File: config.mk
export PLATFORM = sky130hd
export DESIGN_NAME = mc_main_control
export DESIGN_NICKNAME = d
export VERILOG_FILES = /design/src/rtl/mc_main_control.sv
export SDC_FILE = /design/constraint.sdc
export NUM_CORES = 1
export LEC_CHECK = 0
export CORE_AREA = 2 2 43 45
export CTS_BUF_LIST = sky130_fd_sc_hd__clkbuf_4 sky130_fd_sc_hd__clkbuf_8
export DETAILED_ROUTE_END_ITERATION = 10
export DIE_AREA = 0 0 45 47
export PLACE_DENSITY_LB_ADDON = 0.05
export SYNTH_ARGS = -nofsm -noshare
export SYNTH_HDL_FRONTEND = slang
export SYNTH_SLANG_ARGS = --single-unit
File: constraint.sdc
create_clock -name clk -period 2 [get_ports clk]
set_clock_uncertainty 0.15 [all_clocks]
set_input_delay 0.3 -clock clk [delete_from_list [all_inputs] [get_ports clk]]
set_output_delay 0.3 -clock clk [all_outputs]
set_load 0.005 [all_outputs]
File: src/rtl/mc_main_control.sv
// Multicycle MIPS main control FSM: sequences fetch/decode/execute/memory/writeback
// and drives datapath selects, write enables and the alu_control aluOp field.
module mc_main_control (
  input  logic       clk,
  input  logic       rst,
  input  logic [5:0] opcode,
  input  logic       mem_ready,
  output logic       pc_write,
  output logic       pc_write_cond,
  output logic       i_or_d,
  output logic       mem_read,
  output logic       mem_write,
  output logic       ir_write,
  output logic       mem_to_reg,
  output logic       reg_dst,
  output logic       reg_write,
  output logic       alu_src_a,
  output logic [1:0] alu_src_b,
  output logic [1:0] alu_op,
  output logic [1:0] pc_source,
  output logic [3:0] state,
  output logic       illegal_op
);

  localparam logic [5:0] OP_RTYPE = 6'b000000;
  localparam logic [5:0] OP_LW    = 6'b100011;
  localparam logic [5:0] OP_SW    = 6'b101011;
  localparam logic [5:0] OP_BEQ   = 6'b000100;
  localparam logic [5:0] OP_ADDI  = 6'b001000;
  localparam logic [5:0] OP_J     = 6'b000010;

  typedef enum logic [3:0] {
    sFetch    = 4'd0,
    sDecode   = 4'd1,
    sMemAddr  = 4'd2,
    sMemRead  = 4'd3,
    sMemWb    = 4'd4,
    sMemWrite = 4'd5,
    sExecute  = 4'd6,
    sAluWb    = 4'd7,
    sBranch   = 4'd8,
    sJump     = 4'd9,
    sAddiExec = 4'd10,
    sAddiWb   = 4'd11
  } stateT;

  stateT curState;
  stateT nextState;
  logic  illegalQ;
  logic  decodeIllegal;

  // State register; illegal_op is a registered pulse raised out of DECODE.
  always_ff @(posedge clk or posedge rst) begin
    if (rst) begin
      curState <= sFetch;
      illegalQ <= 1'b0;
    end else begin
      curState <= nextState;
      illegalQ <= decodeIllegal;
    end
  end

  // Next-state and per-state datapath controls; everything is held at 0 during reset.
  always_comb begin
    nextState     = curState;
    decodeIllegal = 1'b0;
    pc_write      = 1'b0;
    pc_write_cond = 1'b0;
    i_or_d        = 1'b0;
    mem_read      = 1'b0;
    mem_write     = 1'b0;
    ir_write      = 1'b0;
    mem_to_reg    = 1'b0;
    reg_dst       = 1'b0;
    reg_write     = 1'b0;
    alu_src_a     = 1'b0;
    alu_src_b     = 2'b00;
    alu_op        = 2'b00;
    pc_source     = 2'b00;

    case (curState)
      sFetch: begin
        mem_read  = 1'b1;
        alu_src_b = 2'b01;
        ir_write  = mem_ready;
        pc_write  = mem_ready;
        if (mem_ready) nextState = sDecode;
      end
      sDecode: begin
        alu_src_b = 2'b11;
        case (opcode)
          OP_LW, OP_SW: nextState = sMemAddr;
          OP_RTYPE:     nextState = sExecute;
          OP_BEQ:       nextState = sBranch;
          OP_ADDI:      nextState = sAddiExec;
          OP_J:         nextState = sJump;
          default: begin
            nextState     = sFetch;
            decodeIllegal = 1'b1;
          end
        endcase
      end
      sMemAddr: begin
        alu_src_a = 1'b1;
        alu_src_b = 2'b10;
        nextState = (opcode == OP_LW) ? sMemRead : sMemWrite;
      end
      sMemRead: begin
        mem_read = 1'b1;
        i_or_d   = 1'b1;
        if (mem_ready) nextState = sMemWb;
      end
      sMemWb: begin
        reg_write  = 1'b1;
        mem_to_reg = 1'b1;
        nextState  = sFetch;
      end
      sMemWrite: begin
        mem_write = 1'b1;
        i_or_d    = 1'b1;
        if (mem_ready) nextState = sFetch;
      end
      sExecute: begin
        alu_src_a = 1'b1;
        alu_op    = 2'b10;
        nextState = sAluWb;
      end
      sAluWb: begin
        reg_write = 1'b1;
        reg_dst   = 1'b1;
        nextState = sFetch;
      end
      sBranch: begin
        alu_src_a     = 1'b1;
        alu_op        = 2'b01;
        pc_write_cond = 1'b1;
        pc_source     = 2'b01;
        nextState     = sFetch;
      end
      sJump: begin
        pc_write  = 1'b1;
        pc_source = 2'b10;
        nextState = sFetch;
      end
      sAddiExec: begin
        alu_src_a = 1'b1;
        alu_src_b = 2'b10;
        nextState = sAddiWb;
      end
      sAddiWb: begin
        reg_write = 1'b1;
        nextState = sFetch;
      end
      default: nextState = sFetch;
    endcase

    if (rst) begin
      pc_write      = 1'b0;
      pc_write_cond = 1'b0;
      i_or_d        = 1'b0;
      mem_read      = 1'b0;
      mem_write     = 1'b0;
      ir_write      = 1'b0;
      mem_to_reg    = 1'b0;
      reg_dst       = 1'b0;
      reg_write     = 1'b0;
      alu_src_a     = 1'b0;
      alu_src_b     = 2'b00;
      alu_op        = 2'b00;
      pc_source     = 2'b00;
    end
  end

  assign state      = rst ? 4'd0 : 4'(curState);
  assign illegal_op = illegalQ & ~rst;

endmodule

==> results of run 1 <==
## how the worst max path moves through the flow
stage / slack, ps / from / endpoint / cells past startpoint
final: 80 / curState[3] / reg_write / 5
after global routing: -6 / curState[3] / alu_src_b[0] / 4
after CTS: 20 / curState[2] / state[2] / 4
after detailed placement: -310 / mem_ready / pc_write / 5
after global placement: -290 / mem_ready / pc_write / 5
after floorplan: 340 / curState[3] / pc_source[0] / 4
## per-stage QoR
step | utilization (%) | setup TNS, ps | instance area [um2] | cells | hold slack, ps
after global placement | 69.0 | -3530 | 1140 | 154 | 528
after global routing | 77.0 | -7.00 | 1270 | 164 | 305
after CTS | 76.3 | 0 | 1260 | 164 | 271
after floorplan | - | 0 | 639 | 86 | -52.7
final | 77.0 | 0 | 1270 | 164 | 289
after detailed placement | 69.0 | -4010 | 1140 | 154 | 521
## registers in the layout, indices dropped and copies added (netlist names)
register and count:
illegalQ 1, curState 4
## kinds of logic (layout without fill, tap and decap cells)
kind of cell,Yosys count,count (layout)
compound gates,19,19
xor+xnor,4,4
buf+inv,13,74
simple gates,45,45
flops,5,5
## Yosys cell counts, drive strengths merged, types with 2 or more instances
cell type  instances
a21oi              3
and3               3
buf                6
clkbuf             3
dfrtp              5
inv                4
nand2              4
nand4b             2
nor2               5
nor2b              5
nor3               8
nor3b              5
nor4               3
o21ai              4
o311ai             3
xor2               4
## per-layer routing
layer | vias up | track usage [%] | part of all wire (%)
met3 | 10 | 5.00 | 5.8
met1 | 401 | 27.1 | 41
met5 | - | 0 | 0
li1 | 449 | - | -
met2 | 41 | 42.9 | 51
met4 | 0 | 5.88 | 2.1
## critical path, delay by kind of cell, from the launching register on
family | cells | cell delay [ps]
flip-flops | 1 | 430
buffers and inverters | 2 | 400
AO/OA/AOI/OAI | 1 | 190
XOR/XNOR | 1 | 170
AND/OR/NAND/NOR | 1 | 50
## what timing repair did
item                                    4_1_cts  5_1_grt
buffers inserted                              6        0
gates resized for setup                      40       10
endpoints found under the setup margin       21        8
pin swaps                                     0        1
## area by class of cell
cell class	count	area share, %
clock buffers	4	2.36
inverters	4	1.18
multi-input cells	68	40.4
flip-flops and latches	5	10.2
well taps	17	1.67
repair buffers	66	44.2
## power breakdown
part | total [mW] | leakage [nW] | switching, mW | internal [mW]
logic | 0.264 | 0.569 | 0.108 | 0.156
registers | 0.126 | 0.0607 | 0.0141 | 0.112
clock network | 0.127 | 0.0184 | 0.0378 | 0.0887
==> impl_metrics.tcl, run 1 <==
set metrics [dict create \
    synth_top_family_by_area "simple AND/OR/NAND/NOR gates" \
    final_antenna_net_count 0 \
    critPathSlowestCell "sky130_fd_sc_hd__dfrtp_2" \
    period_utilisation_layout_pct 96.1 \
    initial_core_util_pct 38.7 \
    final_common_cell "sky130_fd_sc_hd__buf_4" \
    routed_wirelength_um 2220 \
    drive_gt1_share_pct 41.5 \
    synth_compound_gate_area_share_pct 21.7 \
    synthAdderAreaFrac_pct 0 \
    drt_pass1_iterations 4 \
    cellLeakagePower_nw 0.648 \
    min_period_ps 1920 \
    timing_hold_violations_final 0 \
    routabilityCongestion 0.817 \
    grt_max_degree 13 \
    post_cts_hold_buffer_count 0 \
    post-synth-top-area-fraction_pct 19.6 \
    slew_headroom_pct 75.2 \
    grtUsageTotal_pct 23.2 \
    mappedNetlistNets 95 \
    cp_slowest_stage_delay_ps 430 \
    first_global_vias 824 \
    die-area_mm2 0.00212 \
    most-common-layout-cells "sky130_fd_sc_hd__buf_4, sky130_fd_sc_hd__dlygate4sd2_1, sky130_fd_sc_hd__clkdlybuf4s50_1, sky130_fd_sc_hd__nor3_1, sky130_fd_sc_hd__buf_6" \
    timing.reg2reg.worst_path_depth 5 \
    detail_route.iter0.violations 27 \
    synth-seq-area-share_pct 19.6 \
    timing_worst_setup_path_type "register to output pin" \
    xor_and_xnor_area_share_after_synthesis_pct 5.48 \
    primary_flip_flop_cell_chosen_by_synthesis_mapping "sky130_fd_sc_hd__dfrtp_1" \
    netlist_top_cells_area "sky130_fd_sc_hd__dfrtp_1, sky130_fd_sc_hd__nor3_1, sky130_fd_sc_hd__xor2_1" \
    rr_startpoint "curState[0]" \
    synth_register_bits 5 \
    library_cells_used_by_synthesis 40 \
    fill_cells 128 \
    final_net_count 157 \
    number_of_cts_inserted_buffers 3 \
    critical_path.max_fanout 7 \
    setup_viol 0 \
    post_synth.cell_area_avg_um2 7.43 \
    floorplan.die.height_um 47 \
    sequential_cell_area_um2 130 \
    asyncSetResetFlopFracSynth_pct 100 \
    worstPathRequired_ps 1550 \
    ctsLongestPathBuffers 2 \
    detailed_route_vias_per_instance 5.49 \
    reg2reg_slack_ps 410 \
    placeableCoreArea_mm2 0.00165 \
    multiInputGateArea_um2 513 \
    cap_viol_max_count 0 \
    timing.rr.end "curState[2]" \
    setup_repair_after_global_routing_missed_its_margin "yes" \
    critical_path_at_ps 1470 \
    synth-warning-count 0 \
    synthesis.instances 86 \
    critical_path.endpoint_type "output pin" \
    clkLatencyLatePin_ps 230 \
    vdd_drop_max_uv 653 \
    synth_simple_gate_area_share_pct 44.0 \
    wl_per_cell_um 13.5 \
    postLayoutSetupSlackWorst_ps 79.0 \
    area_overhead_vs_synth_pct 98.8 \
    numPortBuffers 29 \
    dp_hpwl_um 1680 \
    hold_class "input pin to asynchronous set/reset pin" \
    setup.worst_path.start_class "register" \
    antennaDiodeCount 0 \
    worst_slew_pin_slew_ps 366 \
    cell_type_contributing_the_most_total_cell_area_after_synthesis "sky130_fd_sc_hd__dfrtp_1" \
    h-tree-depth 1 \
    antenna_found_initial 0 \
    drc 0 \
    muxShareOfSynthArea_pct 0 \
    cts_tree "done" \
    grt.overflow.total 0 \
    tritoncts_num_sinks 5 \
    run_status "finished clean" \
    setup_slack_placement_ps -308 \
    timing.critical_path.cells "buf_6, xor2_2, a32oi_1, nor2_1, dlygate4sd2_1" \
    cts_root_buffer "sky130_fd_sc_hd__clkbuf_4" \
    design.portCount 30 \
    clkTransAtPathRegs_ps 40 \
    die-width_um 45 \
    fin_total_pwr_mw 0.516 \
    slew_violations 0 \
    synth-edff-count 0 \
    grt_pass1_wl_um 3590 \
    syn_area_um2 639 \
    via_count 901 \
    max_freq_mhz 521 \
    cellPowerDensity_mw_per_mm2 406 \
    std_cell_rows 15 \
]
Power figures use the tool's default switching activity.
==> inputs of run 2 (changes only) <==
--- a/config.mk
+++ b/config.mk
@@ -9,2 +9,3 @@
 export CTS_BUF_LIST = sky130_fd_sc_hd__clkbuf_4 sky130_fd_sc_hd__clkbuf_8
+export CTS_CLUSTER_SIZE = 16
 export DETAILED_ROUTE_END_ITERATION = 10
==> constraint.sdc (replaced) <==
create_clock -name clk -period 2 [get_ports clk]
set_clock_uncertainty 0.15 [all_clocks]
set_input_delay 0.2 -clock clk [delete_from_list [all_inputs] [get_ports clk]]
set_output_delay 0.2 -clock clk [all_outputs]
set_load 0.005 [all_outputs]
==> run 2 against run 1 <==
- first-iteration DRC count down 48%
- combinational power rose by 4%
- power rose by 3.5%
- routed wire length increased by 12%
- critical path depth did not move
- cell area up 0.20%
- critical path type unchanged
- highest routed layer unchanged
==> impl_metrics.tcl, run 2 (synthesis results as in run 1) <==
set metrics [dict create \
    drc 0 \
    first_global_vias 815 \
    drt_pass1_iterations 4 \
    antenna_found_initial 0 \
    floorplan.die.height_um 47 \
    h-tree-depth 1 \
    std_cell_rows 15 \
    top_flop_regs "curState (4), illegalQ (1)" \
    detail_route.iter0.violations 14 \
    final_net_count 153 \
    design.portCount 30 \
    largest_register_ff_count 4 \
    timing_worst_setup_path_type "register to output pin" \
    setup_viol 0 \
    grt.overflow.total 0 \
    slew_violations 0 \
    number_of_cts_inserted_buffers 3 \
    numPortBuffers 29 \
    largest_register "curState" \
    final_common_cell "sky130_fd_sc_hd__buf_4" \
    grt_max_degree 16 \
    critical_path_at_ps 1570 \
    die-area_mm2 0.00212 \
    routed_wirelength_um 2500 \
    max_freq_mhz 520 \
    timing.reg2reg.worst_path_depth 6 \
    final_antenna_net_count 0 \
    grt_pass1_wl_um 3750 \
    detailed_route_vias_per_instance 5.76 \
    via_count 921 \
    ctsLongestPathBuffers 2 \
    clkTransAtPathRegs_ps 50 \
    fin_total_pwr_mw 0.534 \
    die-width_um 45 \
    dp_hpwl_um 1470 \
    worstPathRequired_ps 1650 \
    grtUsageTotal_pct 24.2 \
    placeableCoreArea_mm2 0.00165 \
    cap_viol_max_count 0 \
    initial_core_util_pct 38.7 \
    slew_headroom_pct 76.8 \
    critical_path.max_fanout 7 \
    fin_hold_ws_ps 43.0 \
    run_status "finished clean" \
    drive_gt1_share_pct 40.6 \
    worst_slew_pin_slew_ps 343 \
    area_overhead_vs_synth_pct 99.2 \
    cts_tree "done" \
    min_period_ps 1920 \
    most-common-layout-cells "sky130_fd_sc_hd__buf_4, sky130_fd_sc_hd__clkdlybuf4s50_1, sky130_fd_sc_hd__dlymetal6s2s_1, sky130_fd_sc_hd__dlygate4sd2_1, sky130_fd_sc_hd__nor3_1" \
    wl_per_cell_um 15.6 \
    timing_hold_violations_final 0 \
    vdd_drop_max_uv 493 \
    critical_path.endpoint_type "output pin" \
    antennaDiodeCount 0 \
    cts_root_buffer "sky130_fd_sc_hd__clkbuf_4" \
    period_utilisation_layout_pct 96.2 \
    cellLeakagePower_nw 0.715 \
    clkLatencyLatePin_ps 240 \
    hold_class "input pin to asynchronous set/reset pin" \
    tritoncts_num_sinks 5 \
    final_core_utilization_pct 77.1 \
    routabilityCongestion 0.805 \
    setup.worst_path.start_class "register" \
    cellPowerDensity_mw_per_mm2 420 \
]
run 2: cell count changes in the layout (fill, tap and decap cells not counted), sizes merged:
cell	previous run	this run
dlygate4sd2	17	8
clkbuf	6	5
buf	37	33
clkdlybuf4s50	9	12
dlymetal6s2s	1	8
run 2: final cells by class:
type / count / area, um2
Timing Repair Buffer: 62 / 554
Multi-Input combinational cell: 68 / 524
Fill cell: 123 / 378
Sequential cell: 5 / 129
Clock buffer: 4 / 30.0
Tap cell: 17 / 21.3
Inverter: 4 / 15.0
run 2: layer usage:
metal / routed length [um] / vias up / global-route usage, %
li1: - / 441 / -
met3: 160 / 7 / 5.77
met4: 41 / 0 / 6.47
met2: 1320 / 41 / 43.4
met5: 0 / - / 0
met1: 969 / 432 / 28.8
run 2: path summary, 6_finish.rpt:
check / slack [ps] / startpoint / endpoint
hold / removal: 40 / rst / curState[2]
setup / recovery: 80 / curState[3] / pc_write
min in group clk: 470 / curState[3] / curState[0]
max in group asynchronous: 1530 / rst / curState[3]
hold reg to reg: 470 / curState[3] / curState[0]
setup reg to reg: 270 / curState[0] / curState[0]
run 2: power by group:
group	internal, mW	switching, mW
logic	0.159	0.116
clock network	0.0890	0.0424
registers	0.112	0.0159
total	0.360	0.174
run 2: timing repair:
action,CTS,global route
setup endpoints to repair,16,10
resized for setup,27,18
setup buffers,8,5
cloned,0,0
hold buffers,0,0
pin swaps,2,0
run 2: worst max-delay path, cell delays in order (launching register included):
cell and delay, ps:
sky130_fd_sc_hd__dfrtp_2 460, sky130_fd_sc_hd__buf_4 170, sky130_fd_sc_hd__nor3b_2 170, sky130_fd_sc_hd__a21oi_1 70, sky130_fd_sc_hd__nor4_2 180, sky130_fd_sc_hd__dlygate4sd2_1 270
run 2: through the flow:
step | setup TNS [ps] | instance area, um2 | setup WS, ps | instances
after floorplan | 0 | 639 | 443 | 86
after global placement | -154 | 1060 | -124 | 143
after detailed placement | -232 | 1060 | -100 | 143
after CTS | -268 | 1180 | -84.4 | 155
after global routing | -43.2 | 1270 | -26.7 | 160
final | 0 | 1270 | 76.3 | 160
==> inputs of run 3 (changes only) <==
CELL_PAD_IN_SITES_DETAIL_PLACEMENT = 0   (was not set)
CELL_PAD_IN_SITES_GLOBAL_PLACEMENT = 2   (was not set)
CORE_AREA = 2 2 57 59   (was 2 2 43 45)
DIE_AREA = 0 0 59 61   (was 0 0 45 47)
PLACE_DENSITY = 0.8   (was not set)
PLACE_DENSITY_LB_ADDON = not set   (was 0.05)
==> run 3 against run 2 <==
- first-iteration DRC count decreased by 36%
- power shrank 2.7%
- sequential power hardly changed
- cell count rose by 14%
- global-route usage is 11 points lower
- cell area up 6.2%
- highest routed layer is now met3
==> impl_metrics.tcl, run 3 (synthesis results as in run 1) <==
set metrics [dict create \
    drc 0 \
    floorplan.die.height_um 61 \
    largest_register "curState" \
    setup_viol 0 \
    drt_pass1_iterations 6 \
    multiInputGateArea_um2 512 \
    die-area_mm2 0.00360 \
    antenna_found_initial 0 \
    clkLatencyLatePin_ps 250 \
    grt.met1_usage_pct 15.9 \
    grt_pass1_wl_um 3500 \
    grtUsageTotal_pct 12.7 \
    setup.worst_path.start "curState[3]" \
    post_cts_hold_buffer_count 0 \
    largest_register_ff_count 4 \
    numPortBuffers 29 \
    setup.worst_path.start_class "register" \
    postLayoutSetupSlackWorst_ps 39.0 \
    setup_repair_after_global_routing_missed_its_margin "yes" \
    routed_wirelength_um 2410 \
    cts_root_buffer "sky130_fd_sc_hd__clkbuf_4" \
    max_freq_mhz 510 \
    placeableCoreArea_mm2 0.00295 \
    wl_per_cell_um 13.2 \
    fin_total_pwr_mw 0.520 \
    hold_class "input pin to asynchronous set/reset pin" \
    critical_path_at_ps 1610 \
    cts_tree "done" \
    sequential_cell_area_um2 130 \
    setup_slack_placement_ps -87.9 \
    first_global_vias 843 \
    globalRouteMet2Util_pct 22.5 \
    initial_core_util_pct 21.7 \
    final_antenna_net_count 0 \
    detail_route.iter0.violations 9 \
    antennaDiodeCount 0 \
    final_net_count 159 \
    timing.reg2reg.worst_path_depth 5 \
    critical_path.max_fanout 7 \
    timing_worst_setup_path_type "register to output pin" \
    period_utilisation_layout_pct 98.1 \
    dp_hpwl_um 1730 \
    cellPowerDensity_mw_per_mm2 384 \
    grt_max_degree 13 \
    global_route.peak_usage_layer "met2" \
    slew_violations 0 \
    run_status "finished clean" \
    drive_gt1_share_pct 40.9 \
    post_placement_cell_area_mm2 0.00110 \
    worst_slew_pin_slew_ps 376 \
    cap_viol_max_count 0 \
    routabilityCongestion 0.730 \
    vdd_drop_max_uv 288 \
    critical_path.endpoint_type "output pin" \
    design.portCount 30 \
    detailed_route_vias_per_instance 4.94 \
    number_of_cts_inserted_buffers 3 \
    fill_cells 296 \
    std_cell_rows 20 \
    cellLeakagePower_nw 0.794 \
    ctsLongestPathBuffers 2 \
    die-width_um 59 \
    grt.overflow.total 0 \
    postLayoutCellArea_mm2 0.00135 \
    h-tree-depth 1 \
    slew_headroom_pct 74.5 \
    most-common-layout-cells "sky130_fd_sc_hd__buf_4, sky130_fd_sc_hd__clkdlybuf4s50_1, sky130_fd_sc_hd__dlymetal6s2s_1, sky130_fd_sc_hd__nor3_1, sky130_fd_sc_hd__dlygate4sd2_1" \
    rr_startpoint "curState[0]" \
    area_overhead_vs_synth_pct 112 \
    min_period_ps 1960 \
    worstPathRequired_ps 1650 \
    timing_hold_violations_final 0 \
    via_count 899 \
    final_common_cell "sky130_fd_sc_hd__buf_4" \
    grtUsageMet3_pct 1.92 \
    top_flop_regs "curState (4), illegalQ (1)" \
    tritoncts_num_sinks 5 \
    clkTransAtPathRegs_ps 40 \
]
==> run 3: path summary, 6_finish.rpt <==
| path | endpoint | slack (ps) |
|---|---|---|
| setup / recovery | alu_src_b[0] | 40 |
| max in group asynchronous | curState[2] | 1420 |
| hold reg to reg | curState[3] | 520 |
| hold / removal | curState[0] | 40 |
| setup reg to reg | curState[2] | 260 |
| min in group clk | curState[3] | 520 |
==> run 3: cell type report <==
class | count | share of cell area, %
clock buffer | 4 | 2.22
timing repair buffer | 68 | 46.2
sequential | 5 | 9.62
multi-input combinational | 68 | 37.8
tap | 33 | 3.05
inverter | 4 | 1.11
==> run 3: timing repair <==
item | 4_1_cts | 5_1_grt
endpoints found under the hold margin | 0 | 0
pin swaps | 0 | 1
endpoints found under the setup margin | 17 | 11
buffers inserted | 5 | 13
resized for setup | 19 | 20
==> run 3: through the flow <==
step | hold slack (ps) | utilization, % | TNS (ps) | instances
global placement | 491 | 37.2 | -261 | 160
detailed placement | 506 | 37.2 | -469 | 160
global route | 38.4 | 45.8 | -23.2 | 182
CTS | 9.02 | 40.3 | -405 | 169
floorplan | -153 | - | 0 | 86
finish | 41.1 | 45.8 | 0 | 182
==> run 3: metal layers <==
metal | routed length (um) | up-vias
met5 | 0 | -
met4 | 0 | 0
met3 | 45 | 0
met2 | 1280 | 12
met1 | 1080 | 436
li1 | - | 451
==> run 3: critical path, stage by stage, from the launching register on <==
cell and delay [ps]:
sky130_fd_sc_hd__dfrtp_2 460, sky130_fd_sc_hd__buf_4 160, sky130_fd_sc_hd__buf_4 120, sky130_fd_sc_hd__buf_4 130, sky130_fd_sc_hd__nor4_1 220, sky130_fd_sc_hd__dlygate4sd2_1 270
==> run 3: power by group <==
group	switching [mW]	leakage [nW]	internal (mW)
combinational	0.107	0.715	0.151
sequential	0.0144	0.0607	0.112
clock	0.0464	0.0184	0.0893
